File: src/rtl/uart_multi_lock_ctrl.sv
// uart_multi_lock_ctrl: UART-commanded controller for NUM_LOCKS independent locks.
// Commands are two bytes, <cmd><index>: cmd is CMD_OPEN or CMD_CLOSE, and index is
// an ASCII digit '0'..'NUM_LOCKS-1' or '*' for all locks. An inter-byte timeout
// abandons a half-received command. cmd_ack and cmd_err pulse for one cycle.
// Optional feature macro: UART_LOCK_AUTO_RELOCK_EN. When it is defined, each lock
// relocks on its own RELOCK_CYCLES after its most recent open.

// 8N1 receiver: two-flop synchronizer, start bit confirmed at mid-bit, and each
// data/stop bit sampled once per bit period. A frame with a bad stop bit is dropped.
module uart_multi_lock_rx #(
    parameter int CLKS_PER_BIT = 434
) (
    input  logic       clk,
    input  logic       rst,
    input  logic       rx_pin,
    output logic       rx_valid,
    output logic [7:0] rx_byte
);
    localparam int CW = (CLKS_PER_BIT > 1) ? $clog2(CLKS_PER_BIT) : 1;
    localparam logic [CW-1:0] CNT_LAST = CW'(CLKS_PER_BIT - 1);
    localparam logic [CW-1:0] CNT_HALF = CW'((CLKS_PER_BIT >= 2) ? (CLKS_PER_BIT / 2) - 1 : 0);

    typedef enum logic [1:0] {RX_IDLE, RX_START, RX_DATA, RX_STOP} rx_state_t;

    rx_state_t     state_r;
    logic          sync1_r;
    logic          sync2_r;
    logic [CW-1:0] cnt_r;
    logic [2:0]    bit_idx_r;
    logic [7:0]    shift_r;

    // Synchronize rx_pin, track the frame position and strobe out each good byte.
    always_ff @(posedge clk or posedge rst) begin
        if (rst) begin
            sync1_r   <= 1'b1;
            sync2_r   <= 1'b1;
            state_r   <= RX_IDLE;
            cnt_r     <= '0;
            bit_idx_r <= 3'd0;
            shift_r   <= 8'h00;
            rx_valid  <= 1'b0;
            rx_byte   <= 8'h00;
        end else begin
            sync1_r  <= rx_pin;
            sync2_r  <= sync1_r;
            rx_valid <= 1'b0;
            case (state_r)
                RX_IDLE: begin
                    cnt_r     <= '0;
                    bit_idx_r <= 3'd0;
                    if (!sync2_r) begin
                        state_r <= RX_START;
                    end else begin
                        state_r <= RX_IDLE;
                    end
                end
                RX_START: begin
                    if (cnt_r == CNT_HALF) begin
                        cnt_r <= '0;
                        // A glitch that has gone high again by mid-bit is not a start bit.
                        state_r <= sync2_r ? RX_IDLE : RX_DATA;
                    end else begin
                        cnt_r <= cnt_r + CW'(1);
                    end
                end
                RX_DATA: begin
                    if (cnt_r == CNT_LAST) begin
                        cnt_r   <= '0;
                        shift_r <= {sync2_r, shift_r[7:1]};
                        if (bit_idx_r == 3'd7) begin
                            state_r <= RX_STOP;
                        end else begin
                            bit_idx_r <= bit_idx_r + 3'd1;
                        end
                    end else begin
                        cnt_r <= cnt_r + CW'(1);
                    end
                end
                RX_STOP: begin
                    if (cnt_r == CNT_LAST) begin
                        cnt_r   <= '0;
                        state_r <= RX_IDLE;
                        if (sync2_r) begin
                            rx_valid <= 1'b1;
                            rx_byte  <= shift_r;
                        end else begin
                            rx_valid <= 1'b0;
                        end
                    end else begin
                        cnt_r <= cnt_r + CW'(1);
                    end
                end
                default: begin
                    state_r <= RX_IDLE;
                end
            endcase
        end
    end
endmodule

module uart_multi_lock_ctrl #(
    parameter int         CLKS_PER_BIT   = 434,
    parameter int         NUM_LOCKS      = 4,
    parameter logic [7:0] CMD_OPEN       = 8'h41,
    parameter logic [7:0] CMD_CLOSE      = 8'h43,
    parameter int         TIMEOUT_CYCLES = 5_000_000,
    parameter int         RELOCK_CYCLES  = 50_000_000
) (
    input  logic                 clk,
    input  logic                 rst,
    input  logic                 rx_pin,
    output logic [NUM_LOCKS-1:0] lock_open,
    output logic                 cmd_ack,
    output logic                 cmd_err,
    output logic [7:0]           last_byte
);
    localparam int TW = (TIMEOUT_CYCLES > 1) ? $clog2(TIMEOUT_CYCLES) : 1;
    localparam logic [TW-1:0] T_LAST = TW'(TIMEOUT_CYCLES - 1);
    localparam logic [7:0] ASCII_ZERO = 8'h30;
    localparam logic [7:0] ASCII_STAR = 8'h2A;

    typedef enum logic {ST_IDLE, ST_WAIT_IDX} state_t;

    state_t               state_r;
    logic                 op_open_r;
    logic [TW-1:0]        tcnt_r;
    logic                 rx_valid_s;
    logic [7:0]           rx_byte_s;
    logic                 is_cmd_s;
    logic                 idx_ok_s;
    logic [7:0]           digit_s;
    logic [NUM_LOCKS-1:0] idx_mask_s;
    logic [NUM_LOCKS-1:0] apply_mask_s;
    logic [NUM_LOCKS-1:0] expire_s;
    logic [NUM_LOCKS-1:0] lock_next_s;

    uart_multi_lock_rx #(.CLKS_PER_BIT(CLKS_PER_BIT)) u_rx (
        .clk      (clk),
        .rst      (rst),
        .rx_pin   (rx_pin),
        .rx_valid (rx_valid_s),
        .rx_byte  (rx_byte_s)
    );

    // Classify the received byte as a command, a lock index, or neither.
    always_comb begin
        is_cmd_s   = (rx_byte_s == CMD_OPEN) || (rx_byte_s == CMD_CLOSE);
        digit_s    = rx_byte_s - ASCII_ZERO;
        idx_mask_s = '0;
        idx_ok_s   = 1'b0;
        if (rx_byte_s == ASCII_STAR) begin
            idx_mask_s = '1;
            idx_ok_s   = 1'b1;
        end else if ((rx_byte_s >= ASCII_ZERO) && (digit_s < 8'(NUM_LOCKS))) begin
            for (int i = 0; i < NUM_LOCKS; i++) begin
                idx_mask_s[i] = (digit_s == 8'(i));
            end
            idx_ok_s = 1'b1;
        end else begin
            idx_mask_s = '0;
            idx_ok_s   = 1'b0;
        end
        if (rx_valid_s && (state_r == ST_WAIT_IDX) && idx_ok_s) begin
            apply_mask_s = idx_mask_s;
        end else begin
            apply_mask_s = '0;
        end
    end

    // Next lock state: expiry first, then the command so that a same-cycle open wins.
    always_comb begin
        lock_next_s = lock_open & ~expire_s;
        if (op_open_r) begin
            lock_next_s = lock_next_s | apply_mask_s;
        end else begin
            lock_next_s = lock_next_s & ~apply_mask_s;
        end
    end

`ifdef UART_LOCK_AUTO_RELOCK_EN
    localparam int RW = (RELOCK_CYCLES > 0) ? $clog2(RELOCK_CYCLES + 1) : 1;
    localparam logic [RW-1:0] RELOAD = RW'(RELOCK_CYCLES);

    logic [RW-1:0] relock_r [NUM_LOCKS];

    // Per-lock relock down-counters: open (re)loads, close clears, otherwise count to 0.
    always_ff @(posedge clk or posedge rst) begin
        if (rst) begin
            for (int i = 0; i < NUM_LOCKS; i++) begin
                relock_r[i] <= '0;
            end
        end else begin
            for (int i = 0; i < NUM_LOCKS; i++) begin
                if (apply_mask_s[i]) begin
                    relock_r[i] <= op_open_r ? RELOAD : '0;
                end else if (relock_r[i] != '0) begin
                    relock_r[i] <= relock_r[i] - RW'(1);
                end else begin
                    relock_r[i] <= '0;
                end
            end
        end
    end

    // A counter sitting at 1 closes its lock on the next edge.
    always_comb begin
        for (int i = 0; i < NUM_LOCKS; i++) begin
            expire_s[i] = (relock_r[i] == RW'(1));
        end
    end
`else
    // Without auto-relock a lock only closes on command or reset.
    always_comb begin
        expire_s = '0;
    end
`endif

    // Command parser FSM with inter-byte timeout and registered outputs.
    always_ff @(posedge clk or posedge rst) begin
        if (rst) begin
            state_r   <= ST_IDLE;
            op_open_r <= 1'b0;
            tcnt_r    <= '0;
            lock_open <= '0;
            cmd_ack   <= 1'b0;
            cmd_err   <= 1'b0;
            last_byte <= 8'h00;
        end else begin
            cmd_ack   <= 1'b0;
            cmd_err   <= 1'b0;
            lock_open <= lock_next_s;
            if (rx_valid_s) begin
                last_byte <= rx_byte_s;
            end else begin
                last_byte <= last_byte;
            end
            case (state_r)
                ST_IDLE: begin
                    tcnt_r <= '0;
                    if (rx_valid_s) begin
                        if (is_cmd_s) begin
                            op_open_r <= (rx_byte_s == CMD_OPEN);
                            state_r   <= ST_WAIT_IDX;
                        end else begin
                            cmd_err <= 1'b1;
                        end
                    end else begin
                        state_r <= ST_IDLE;
                    end
                end
                ST_WAIT_IDX: begin
                    // A byte on the timeout cycle takes priority over the timeout.
                    if (rx_valid_s) begin
                        if (is_cmd_s) begin
                            cmd_err   <= 1'b1;
                            op_open_r <= (rx_byte_s == CMD_OPEN);
                            tcnt_r    <= '0;
                        end else if (idx_ok_s) begin
                            cmd_ack <= 1'b1;
                            state_r <= ST_IDLE;
                        end else begin
                            cmd_err <= 1'b1;
                            state_r <= ST_IDLE;
                        end
                    end else if (tcnt_r == T_LAST) begin
                        cmd_err <= 1'b1;
                        state_r <= ST_IDLE;
                    end else begin
                        tcnt_r <= tcnt_r + TW'(1);
                    end
                end
                default: begin
                    state_r <= ST_IDLE;
                end
            endcase
        end
    end
endmodule
File: config.mk
export PLATFORM = sky130hd
export DESIGN_NAME = uart_multi_lock_ctrl
export DESIGN_NICKNAME = d
export VERILOG_FILES = /design/src/rtl/uart_multi_lock_ctrl.sv
export SDC_FILE = /design/constraint.sdc
export NUM_CORES = 1
export LEC_CHECK = 0
export BUFFER_PORTS_ARGS = -buffer_cell sky130_fd_sc_hd__buf_2
export CAP_MARGIN = 20
export CORE_MARGIN = 3
export CORE_UTILIZATION = 55
export DETAILED_ROUTE_END_ITERATION = 8
export PLACE_DENSITY = 0.74
export SLEW_MARGIN = 20
export SYNTH_ARGS = -nofsm -noshare
export SYNTH_HDL_FRONTEND = slang
export SYNTH_HIERARCHICAL = 1
export SYNTH_SLANG_ARGS = --single-unit
File: constraint.sdc
create_clock -name clk -period 1.82 [get_ports clk]
set_clock_uncertainty 0.05 [all_clocks]
set_input_delay 0.273 -clock clk [delete_from_list [all_inputs] [get_ports clk]]
set_output_delay 0.273 -clock clk [all_outputs]
set_load 0.02 [all_outputs]
==> impl_metrics.yaml <==
clock_network:
  cts_sinks: 72
  cts_htree_levels: 3
  cts_max_path_buffers: 2
  cts-root-buf: "clkbuf_8"
  insertion_delay_ns: 0.35
  cts_buffers: 9
  cts_tree: "yes"
  clk_pin_slew_ns: 0.09
place:
  dp_hpwl_mm: 5.34
  routabilityCongestion: 0.863
  placed_cell_area_sq_mm: 0.00422
  port_buffers: 16
final_layout:
  nets: 420
  diodes: 0
  fin_area_sq_mm: 0.00472
  fill_cells: 407
  syn_to_final_growth_pct: 29.6
  drive_gt1_share_pct: 42.8
floorplan:
  die_y_um: 87.4
  pin_count: 17
  start_util_pct: 57.0
  die_area_sq_mm: 0.00763
  die_w_um: 87.4
  core_sq_mm: 0.00639
  rows: 29
global_routing:
  gr-usage-met1_pct: 30.3
  grt_usage_pct: 23.4
  grt_busiest_layer: "met2"
  grt_pass1_vias: 2972
  met2_usage_pct: 38.0
  grt_max_degree: 40
  antenna_found_initial: 0
  overflow: 0
  grt_pass1_wl_mm: 14.0
  gr-usage-met3_pct: 5.49
route:
  drtIter0Drc: 182
  drcViolationCount: 0
  firstDrtPassIters: 4
  vias: 2993
  wire_per_inst_um: 17.3
  viasPerCell: 6.07
  wl_mm: 8.55
  ant_nets: 0
yosys:
  synth.avg_cell_area_sq_um: 11.4
  synth_area_leaders: "dfrtp_1 48%, mux2_2 8.7%, o21ai_0 2.8%"
  synth_xor_area_share_pct: 1.20
  yosysSeqAreaShare_pct: 49.6
  synth_top_area_cell: "dfrtp_1"
  ys_ff_latch: 72
  synth.top_cell.area_share_pct: 48.1
  synthSimpleGateAreaFrac_pct: 18.9
  synth_edf_count: 0
  syn_nets: 329
  synthMuxAreaShare_pct: 9.76
  synth_top_family_by_area: "simple AND/OR/NAND/NOR gates"
  netlist_instances: 320
  synthAdderAreaFrac_pct: 2.06
  synth-compound-area-share_pct: 14.9
  yosysWarningCount: 6
  ys.flop_type: "dfrtp_1"
  async_reset_ff_share_pct: 100
  netlist_area_sq_mm: 0.00364
  ys_types: 63
power_and_ir_drop:
  powerDensity_mw_per_mm2: 624
  ir_drop_uv: 595
  p_leak_nw: 2.25
worst_setup_path:
  start_kind: "register"
  cp_max_fo: 6
  required_ns: 2.03
  endpoint_kind: "register"
  r2r_cells: 6
  worst-endpoint-arrival_ns: 2.18
  path_class: "register to register"
timing:
  slew_violations: 0
  setup_viol: 25
  finalHoldViolCount: 0
  post-route-period-util_pct: 108
  slew_headroom_pct: 65.1
  hold_ws_ns: 0.312
  rsz0062_at_grt: "yes"
  fin_crit_ns: 1.97
  setup_ws_ns: -0.148
  tightest_slew_ns: 0.524
  max_freq_mhz: 508
run_status:
  status: "complete, but fails checks"
  failed_checks: "negative setup slack"
hold_path:
  min_path_type: "register to register"
  holdPathStages: 0
flow_run:
  drv_cap: 0
==> critical path, stage by stage, from the launching register on <==
cell and delay [ns]:
dfrtp_1 0.42, or2_4 0.27, nor4_4 0.35, buf_4 0.20
and4_1 0.25, nor2_2 0.10, a31oi_1 0.23
==> where the power goes <==
group          switching (mW)  internal [mW]
clock network           0.652          0.647
registers             0.00177           1.60
logic                  0.0322        0.00750
==> routing by layer <==
| metal | vias to the layer above | part of all wire, % |
|---|---|---|
| met1 | 1477 | 43 |
| met3 | 18 | 4.9 |
| li1 | 1408 | - |
| met2 | 90 | 50 |
| met5 | - | 0 |
| met4 | 0 | 2.1 |
==> layout make-up <==
type,instances,area (sq um),area share (%)
clock inverters,7,78.8,1.67
well taps,77,96.3,2.04
inverters,11,41.3,0.875
repair buffers,88,682,14.5
clock buffers,9,124,2.63
multi-input cells,229,1890,40.1
flip-flops and latches,72,1810,38.3
==> logic make-up after synthesis <==
| logic type | after synthesis |
|---|---|
| adders and majority gates | 6 |
| muxes | 32 |
| xor gates and xnor gates | 5 |
| AOI/OAI and AO/OA | 79 |
| buffers and inverters | 22 |
| and+or+nand+nor | 104 |
| DFF | 72 |
==> metrics by stage <==
| step | power, mW | TNS [ns] | utilization, % | worst slack, ns | cells |
|---|---|---|---|---|---|
| 2_1_floorplan | 1.66 | -0.271 | - | -0.0411 | 320 |
| 3_3_place_gp | 1.67 | -1.85 | 66.1 | -0.124 | 459 |
| 3_5_place_dp | 1.67 | -2.50 | 66.1 | -0.168 | 459 |
| 4_1_cts | 2.96 | -1.24 | 71.9 | -0.0873 | 485 |
| 5_1_grt | 3.05 | -3.74 | 73.9 | -0.215 | 493 |
| 6_report | 2.94 | -1.76 | 73.9 | -0.148 | 493 |
==> state kept, by name (all words and copies together) (netlist names), 3 cells and up, named ones only <==
register	cells
u_rx/rx_byte	8
u_rx/shift_r	8
u_rx/bit_idx_r	3
last_byte	8
tcnt_r	23
u_rx/cnt_r	9
==> timing repair <==
| item | CTS | global route |
|---|---|---|
| hold endpoints to repair | 32 | 0 |
| setup endpoints to repair | 23 | 49 |
| cloned | 3 | 0 |
| hold buffers | 2 | 0 |
| buffers inserted | 5 | 9 |
| pin swaps | 21 | 16 |
| resized for setup | 25 | 16 |
==> placed cells by master, fill, tap and decap left out, drive strengths merged, types with 4 or more instances in the layout <==
cell     n
a31oi   10
nand2   26
a21o     4
nand3   17
nor2     7
buf     86
xor2     4
and3     4
nand4   10
nor4     4
mux2i    4
nor3     6
or4      4
or3      5
a21oi   13
dfrtp   70
ha       6
o21ai   21
a41oi    5
mux2    28
clkbuf   9
clkinv   4
inv     13
o31ai    4
a22oi    5
==> synth_stat cells, drive strengths merged, types with 7 or more instances <==
library cell  count
nand3            17
o21ai            21
buf               7
a21oi            12
nand4            10
inv              11
nand2            26
mux2             28
dfrtp            70
a31oi            10
nor2              7
==> final timing paths <==
kind	startpoint	end	slack, ns
max	tcnt_r[10]	tcnt_r[21]	-0.15
min	u_rx/sync1_r	u_rx/sync2_r	0.31
max reg2reg	tcnt_r[10]	tcnt_r[21]	-0.15
min reg2reg	u_rx/sync1_r	u_rx/sync2_r	0.31
max in group asynchronous	rst	tcnt_r[0]	0.78
min in group asynchronous	rst	u_rx/rx_byte[1]	0.52
No activity file was read; power rests on OpenSTA's default activity.
